--- config.mk ---
export PLATFORM = sky130hd
export DESIGN_NAME = pipeline_if_stage
export DESIGN_NICKNAME = d
export VERILOG_FILES = /design/src/rtl/pipeline_if_stage.sv
export SDC_FILE = /design/constraint.sdc
export NUM_CORES = 1
export LEC_CHECK = 0
export BUFFER_PORTS_ARGS = -buffer_cell sky130_fd_sc_hd__buf_4
export CORE_AREA = 8 8 213 215
export DETAILED_ROUTE_END_ITERATION = 10
export DIE_AREA = 0 0 221 223
export MAX_ROUTING_LAYER = met4
export PLACE_DENSITY_LB_ADDON = 0.3
export SKIP_CTS_REPAIR_TIMING = 1
export SKIP_LAST_GASP = 1
export SYNTH_ARGS = -nofsm -noshare
export SYNTH_HDL_FRONTEND = slang
export SYNTH_SLANG_ARGS = --single-unit
--- constraint.sdc ---
create_clock -name clk -period 7.5 [get_ports clk]
set_input_delay 0.75 -clock clk [delete_from_list [all_inputs] [get_ports clk]]
set_output_delay 0.75 -clock clk [all_outputs]
set_load 0.01 [all_outputs]
--- src/rtl/pipeline_if_stage.sv ---
// pipeline_if_stage: RV64 fetch stage with credit-limited imem requests and a 2-entry output queue.
// Defining IF_PERF_CNT_EN adds the perf_fetch_cnt / perf_drop_cnt counters.
module pipeline_if_stage #(
    parameter logic [63:0] RESET_PC = 64'h0000_0000_0000_0000,
    parameter logic [31:0] NOP_INST = 32'h0000_0013
) (
    input  logic        clk,
    input  logic        reset,
    output logic        imem_req_valid,
    input  logic        imem_req_ready,
    output logic [63:0] imem_req_addr,
    input  logic        imem_resp_valid,
    input  logic [31:0] imem_resp_data,
    input  logic        redirect_valid,
    input  logic [63:0] redirect_pc,
    input  logic        stall_ID,
    output logic        valid_ID,
    output logic [31:0] instruction_ID,
    output logic [63:0] pc_ID
`ifdef IF_PERF_CNT_EN
    ,
    output logic [31:0] perf_fetch_cnt,
    output logic [31:0] perf_drop_cnt
`endif
);
    logic [63:0] pc;
    logic [1:0]  outstanding, drop_cnt, q_cnt;
    logic [63:0] fl_pc [2];
    logic        fl_wr, fl_rd;
    logic [63:0] q_pc [2];
    logic [31:0] q_inst [2];
    logic        q_head, q_tail;
    logic        deq, fire, resp_ok, drop, enq;
    logic [2:0]  credit;

    always_comb begin
        deq            = valid_ID && !stall_ID;
        credit         = {1'b0, outstanding} + {1'b0, q_cnt} - {2'b0, deq};
        imem_req_valid = !redirect_valid && credit < 3'd2;
        fire           = imem_req_valid && imem_req_ready;
        resp_ok        = imem_resp_valid && outstanding != 2'd0;
        drop           = resp_ok && (redirect_valid || drop_cnt != 2'd0);
        enq            = resp_ok && !drop;
        valid_ID       = q_cnt != 2'd0;
        instruction_ID = valid_ID ? q_inst[q_head] : NOP_INST;
        pc_ID          = valid_ID ? q_pc[q_head] : 64'd0;
        imem_req_addr  = pc;
    end

    always_ff @(posedge clk or negedge reset) begin
        if (!reset) begin
            pc          <= RESET_PC;
            outstanding <= 2'd0;
            drop_cnt    <= 2'd0;
            q_cnt       <= 2'd0;
            q_head      <= 1'b0;
            q_tail      <= 1'b0;
            fl_wr       <= 1'b0;
            fl_rd       <= 1'b0;
        end else begin
            fl_wr       <= fl_wr ^ fire;
            fl_rd       <= fl_rd ^ resp_ok;
            outstanding <= outstanding + {1'b0, fire} - {1'b0, resp_ok};
            if (redirect_valid) begin
                // every response still owed to memory belongs to the squashed path
                pc       <= redirect_pc;
                drop_cnt <= outstanding - {1'b0, resp_ok};
                q_cnt    <= 2'd0;
                q_head   <= 1'b0;
                q_tail   <= 1'b0;
            end else begin
                if (fire)
                    pc <= pc + 64'd4;
                if (drop)
                    drop_cnt <= drop_cnt - 2'd1;
                q_tail <= q_tail ^ enq;
                q_head <= q_head ^ deq;
                q_cnt  <= q_cnt + {1'b0, enq} - {1'b0, deq};
            end
        end
    end

    always_ff @(posedge clk) begin
        if (fire)
            fl_pc[fl_wr] <= pc;
        if (enq) begin
            q_pc[q_tail]   <= fl_pc[fl_rd];
            q_inst[q_tail] <= imem_resp_data;
        end
    end

`ifdef IF_PERF_CNT_EN
    always_ff @(posedge clk or negedge reset) begin
        if (!reset) begin
            perf_fetch_cnt <= 32'd0;
            perf_drop_cnt  <= 32'd0;
        end else begin
            perf_fetch_cnt <= perf_fetch_cnt + {31'd0, deq && !redirect_valid};
            perf_drop_cnt  <= perf_drop_cnt + {31'd0, drop} + (redirect_valid ? {30'd0, q_cnt} : 32'd0);
        end
    end
`endif

    resp_without_request: assert property (@(posedge clk) disable iff (!reset)
        !(imem_resp_valid && outstanding == 2'd0))
        else $error("imem response with no outstanding request");
endmodule

==> flow_summary.toml, run 1 <==
[sta]
maxSlewViolCount = 0
fin_tns_setup_ns = 0
rsz0062_at_grt = "no"
post-route-min-period_ns = 3.88
finalSetupViolCount = 0
hold_ws_ns = 0.392
clock_skew_ns = 0.0164
clock.fmax_ghz = 0.258
finalCritPeriodShare = 0.518
finalHoldViolCount = 0
worstMarginPinSlew_ns = 1.11
max-slew-margin-rel = 0.262

[routing]
wl_met2_um = 20800
route.antenna.remaining_nets = 0
drtIter0Drc = 810
routedWlPerCell_um = 21.7
viasPerCell = 5.34
drtPass1Iterations = 5
dr_total_vias = 10600
wl_met1_um = 19100
drc = 0
routed-wl-met3_um = 1940
dr.max_layer_used = "met4"
finalWirelength_um = 43400

[worst_setup_path]
critical_path.startpoint_type = "register"
worst_ep_arrival_time_ns = 4.04
cp-end-kind = "register"
slowest_stage = "ha_4"
path_delay_family = "adder cells"
crit_type = "register to register"
worst-path-buf-inv = 1
cp.required_ns = 7.65
path_cells = "nor2_4 > nor2_1 > ha_1 > nand2b_1 > fa_1 > xor2_1 > nand4_1 > inv_2 > ha_4"
critPathMaxFanout = 64
cp_slowest_stage_delay_ns = 0.89

[finish]
drive_gt1_frac = 0.285
nNetsFinal = 1531
diodes = 0
nFillCells = 3720
seq_area_mm2 = 0.0115
utilization = 0.482
syn_to_final_growth_pct = 23.8
multiInputGateArea_mm2 = 0.00477

[grt]
grt_max_degree = 95
grt.overflow.total = 0
grt_pass1_wl_um = 65600
antenna_found_initial = 0
grt_pass1_vias = 10600
grtUsageTotal = 0.175

[pwr]
p_clk_frac = 0.277
leakagePower_nw = 7.42
swShare = 0.322
intPower_w = 0.00498
power_density_mw_per_mm2 = 360
ir_worst_vdd_mv = 0.324
sequentialPowerShare = 0.437
p_comb_frac = 0.286
power.switching_w = 0.00236

[synth]
postSynthAreaPerCell_um2 = 14.2
synth_top_area_cell = "edfxtp_1"
yosysUniqueCellTypes = 52
yosysSeqAreaShare = 0.695
syn_area_mm2 = 0.0165
synthArstFlopShare = 0.188
synth_compound_gate_area_share = 0.0568
synth_top_family_by_area = "simple AND/OR/NAND/NOR gates"
synth_area_leaders = "edfxtp_1 (58%), dfrtp_1 (11%), mux2i_1 (6.0%)"
yosys-top-cells-count = "edfxtp_1 (320), nor2_1 (126), mux2i_1 (99), nand2_1 (90), dfrtp_1 (74)"
synth_edf_count = 320
muxShareOfSynthArea = 0.105
synthFlopType = "edfxtp_1"
yosysWarnings = 0
syn_inst = 1157
synth_most_common_cell = "edfxtp_1"
synth_top_area_frac = 0.583
synth-xor-area-share = 0.00478
synth-seq-cells = 394
synth_fa_ha_area_frac = 0.0111
syn_nets = 1273
synth_simple_gate_area_share = 0.108

[clock_network]
cts_root_buf = "clkbuf_16"
cts_max_level = 2
clockBufferDepth = 3
cts_buffers = 42
clk_latency_ns = 0.54
cts.clk_slew.worst_paths_ns = 0.06
clock-sinks = 394
cts_tree = "yes"

[placed_design]
gp_congestion = 0.828
dp_hpwl_um = 28900
portBuffers = 263

[run_status]
outcome = "finished clean"

[floorplan]
dieArea_mm2 = 0.0493
coreArea_mm2 = 0.0423
ios = 264
die_x_um = 221
dieHeight_um = 223
start_util = 0.390
rows = 76

[hold_path]
hold_path_class = "primary input to asynchronous set/reset pin"

[job]
max_cap_violations = 0
==> layout by cell type, fill, tap and decap left out, types with 9 or more instances in the layout <==
master / count
o21ai_0: 23
clkbuf_16: 45
nand4_1: 25
o211ai_1: 31
nand3_1: 44
nand2_1: 90
clkbuf_1: 14
nor2_1: 124
a22oi_1: 9
buf_4: 272
a21oi_1: 14
inv_1: 23
edfxtp_1: 320
and3_1: 10
or3_1: 9
and2_1: 10
ha_1: 9
mux2_2: 66
dfrtp_1: 72
or4_1: 11
mux2i_1: 99
o311ai_0: 17
==> power groups by stage <==
stage               sequential, W  combinational (W)  clock, W
finish                    0.00321            0.00210   0.00204
global route              0.00326            0.00229   0.00216
CTS                       0.00322            0.00215   0.00208
detailed placement        0.00326            0.00214         0
global placement          0.00324            0.00210         0
floorplan                 0.00307            0.00127         0
==> metal layers <==
layer	GRT usage	vias to the layer above
met5	-	-
met4	0.0682	0
met3	0.0315	74
met2	0.277	312
met1	0.222	5324
li1	-	4935
==> stage by stage <==
stage | instance area, µm² | total power [W] | cells | setup WS, ns
2_1_floorplan | 16500 | 0.00434 | 1157 | 2.61
3_3_place_gp | 19100 | 0.00535 | 1917 | 3.26
3_5_place_dp | 19100 | 0.00540 | 1917 | 3.19
4_1_cts | 20400 | 0.00745 | 1994 | 3.58
5_1_grt | 20400 | 0.00771 | 1994 | 3.37
6_report | 20400 | 0.00734 | 1994 | 3.62
==> cells by family after synthesis <==
group / count (synthesis)
adder cells (fa/ha/maj): 14
flip-flops: 394
AND/OR/NAND/NOR: 363
buffers and inverters: 82
XOR/XNOR: 9
AO/OA/AOI/OAI: 130
multiplexers: 165
==> path summary, 6_finish.rpt <==
path / from / end / slack [ns] / cells past startpoint
worst min-delay path: reset / imem_req_addr[16]$_DFFE_PN0P_ / 0.39 / 1
min in group clk: imem_resp_data[1] / q_inst[0][1]$_DFFE_PP_ / 0.40 / 1
worst max register to register: q_cnt[1]$_DFF_PN0_ / fl_pc[0][19]$_DFFE_PP_ / 3.62 / 9
worst min register to register: outstanding[1]$_DFF_PN0_ / outstanding[1]$_DFF_PN0_ / 0.55 / 1
worst max-delay path: q_cnt[1]$_DFF_PN0_ / fl_pc[0][19]$_DFFE_PP_ / 3.62 / 9
max in group asynchronous: reset / q_head$_DFF_PN0_ / 6.34 / 1
==> cell type report <==
class,instances,area share
well taps,546,0.0335
flip-flops and latches,394,0.562
clock inverters,16,0.00730
inverters,24,0.00441
repair buffers,272,0.100
clock buffers,61,0.0591
multi-input cells,681,0.234
==> flip-flops by register name, summed over array words and instances (netlist names) <==
name	cells
drop_cnt	2
fl_pc	128
fl_rd	1
fl_wr	1
imem_req_addr	64
outstanding	2
q_cnt	2
q_head	1
q_inst	64
q_pc	128
q_tail	1
==> worst reg2reg max path: cells and delay by family (launching register included) <==
| family | cells | cell delay [ns] |
|---|---|---|
| fa+ha+maj | 3 | 1.57 |
| xor+xnor | 1 | 0.23 |
| buf+inv | 1 | 0.62 |
| simple gates | 4 | 0.59 |
| flops | 1 | 0.43 |
Power figures use the tool's default switching activity.
==> inputs of run 2 (changes only) <==
- clock period: 7.5 -> 3.9 ns (I/O delays scaled with it)
==> flow_summary.toml, run 2 (synthesis gave the netlist of run 1 again) <==
[routing]
finalWirelength_um = 44900
drtPass1Iterations = 5
dr_total_vias = 10900
drtIter0Drc = 891
drc = 0
routedWlPerCell_um = 22.1
viasPerCell = 5.39
route.antenna.remaining_nets = 0

[worst_setup_path]
crit_cells = 11
critical_path.startpoint_type = "register"
worst_ep_arrival_time_ns = 3.96
slowest_stage = "nor2_2"
crit_end = "imem_req_addr[17]$_DFFE_PN0P_"
r2r_start = "q_cnt[1]$_DFF_PN0_"
cp.required_ns = 4.32
critPathMaxFanout = 28
rrSetupSlack_ns = 0.36
rr_endpoint = "imem_req_addr[17]$_DFFE_PN0P_"
ff2ff_path_depth = 11
crit_type = "register to register"
path_cells = "nor2_4 > nor2_1 > ha_1 > nand2b_1 > fa_1 > xor2_1 > nand4_1 > inv_2 > nor2_2 > o21ai_0 > o311ai_0"
worst-path-buf-inv = 1
cp-end-kind = "register"
crit_path_start = "q_cnt[1]$_DFF_PN0_"
path_delay_family = "simple AND/OR/NAND/NOR gates"
cp_slowest_stage_delay_ns = 1.00

[clock_network]
cts_tree = "yes"
cts_root_buf = "clkbuf_16"
cts_buffers = 42
cts.clk_slew.worst_paths_ns = 0.06
clockBufferDepth = 3
cts_max_level = 2
clock-sinks = 394
clk_latency_ns = 0.57

[finish]
diodes = 0
drive_gt1_frac = 0.291
utilization = 0.494
nNetsFinal = 1565
syn_to_final_growth_pct = 26.7
nFillCells = 3647
layout_commonest_cell = "edfxtp_1"
reg_top3 = "fl_pc (128), q_pc (128)"
layout.cells.non_filler = 2029
final_cell_mix = "edfxtp_1 (320), buf_4 (276), nor2_1 (124)"

[sta]
rsz0062_at_grt = "no"
clock_skew_ns = 0.0245
finalSetupViolCount = 0
clock.fmax_ghz = 0.282
max-slew-margin-rel = 0.123
post-route-min-period_ns = 3.54
hold_ws_ns = 0.0273
finalHoldViolCount = 0
finalCritPeriodShare = 0.908
post-route-worst-setup-slack_ns = 0.358
maxSlewViolCount = 0
worstMarginPinSlew_ns = 1.31
fin_tns_setup_ns = 0

[pwr]
leakagePower_nw = 7.64
ir_worst_vdd_mv = 0.464
power_density_mw_per_mm2 = 690

[placed_design]
dp_slack_ns = 0.359
gp_congestion = 0.831
portBuffers = 263
dpl.cell_count = 1927
dp_hpwl_um = 30300

[floorplan]
ios = 264
dieArea_mm2 = 0.0493
start_util = 0.390
coreArea_mm2 = 0.0423
die_x_um = 221
dieHeight_um = 223
rows = 76

[grt]
grt.overflow.total = 0
grt_pass1_vias = 10800
grt_max_degree = 76
grt_pass1_wl_um = 67500
grtUsageTotal = 0.181
antenna_found_initial = 0

[job]
max_cap_violations = 0

[hold_path]
hold_path_class = "primary input to asynchronous set/reset pin"

[run_status]
outcome = "finished clean"
## run 2: cell types whose count changed in the layout (fill, tap and decap cells not counted), moves of 2 or more
cell	change
buf_4	+4
clkinv_1	-5
dlygate4sd3_1	+24
buf_12	+6
clkbuf_16	-2
clkinv_8	+2
clkbuf_1	-3
clkbuf_8	+8
## run 2: through the flow
| stage | instance area, µm² | total power [W] |
|---|---|---|
| 2_1_floorplan | 16500 | 0.00833 |
| 3_3_place_gp | 19200 | 0.0104 |
| 3_5_place_dp | 19200 | 0.0105 |
| 4_1_cts | 20700 | 0.0146 |
| 5_1_grt | 20900 | 0.0151 |
| 6_report | 20900 | 0.0144 |
## run 2: metal layers
layer	wire length [µm]	vias up	track usage
li1	-	5012	-
met4	1430	0	0.0661
met3	2170	75	0.0303
met2	21900	358	0.291
met1	19400	5499	0.230
met5	0	-	-
## run 2: worst min path at each step
stage,start,end,slack [ns],depth (start not counted)
global placement,outstanding[1]$_DFF_PN0_,outstanding[1]$_DFF_PN0_,0.53,1
detailed placement,outstanding[1]$_DFF_PN0_,outstanding[1]$_DFF_PN0_,0.55,1
floorplan,reset,drop_cnt[0]$_DFFE_PN0P_,0.09,0
finish,reset,imem_req_addr[16]$_DFFE_PN0P_,0.03,1
CTS,imem_resp_data[27],q_inst[1][27]$_DFFE_PP_,-0.02,1
global route,imem_resp_data[5],q_inst[0][5]$_DFFE_PP_,-0.003,1
## run 2: cell type report
type / instances / area [µm²] / share of cell area
clock buffers: 64 / 1250 / 0.0601
clock inverters: 14 / 194 / 0.00928
inverters: 24 / 90.1 / 0.00431
multi-input cells: 681 / 4770 / 0.228
flip-flops and latches: 394 / 11500 / 0.549
well taps: 546 / 683 / 0.0327
repair buffers: 306 / 2430 / 0.116
## run 2: report_power, final
part	switching (W)	total, W	internal [W]
logic	0.00230	0.00418	0.00188
registers	0.000728	0.00613	0.00540
clock network	0.00161	0.00411	0.00249
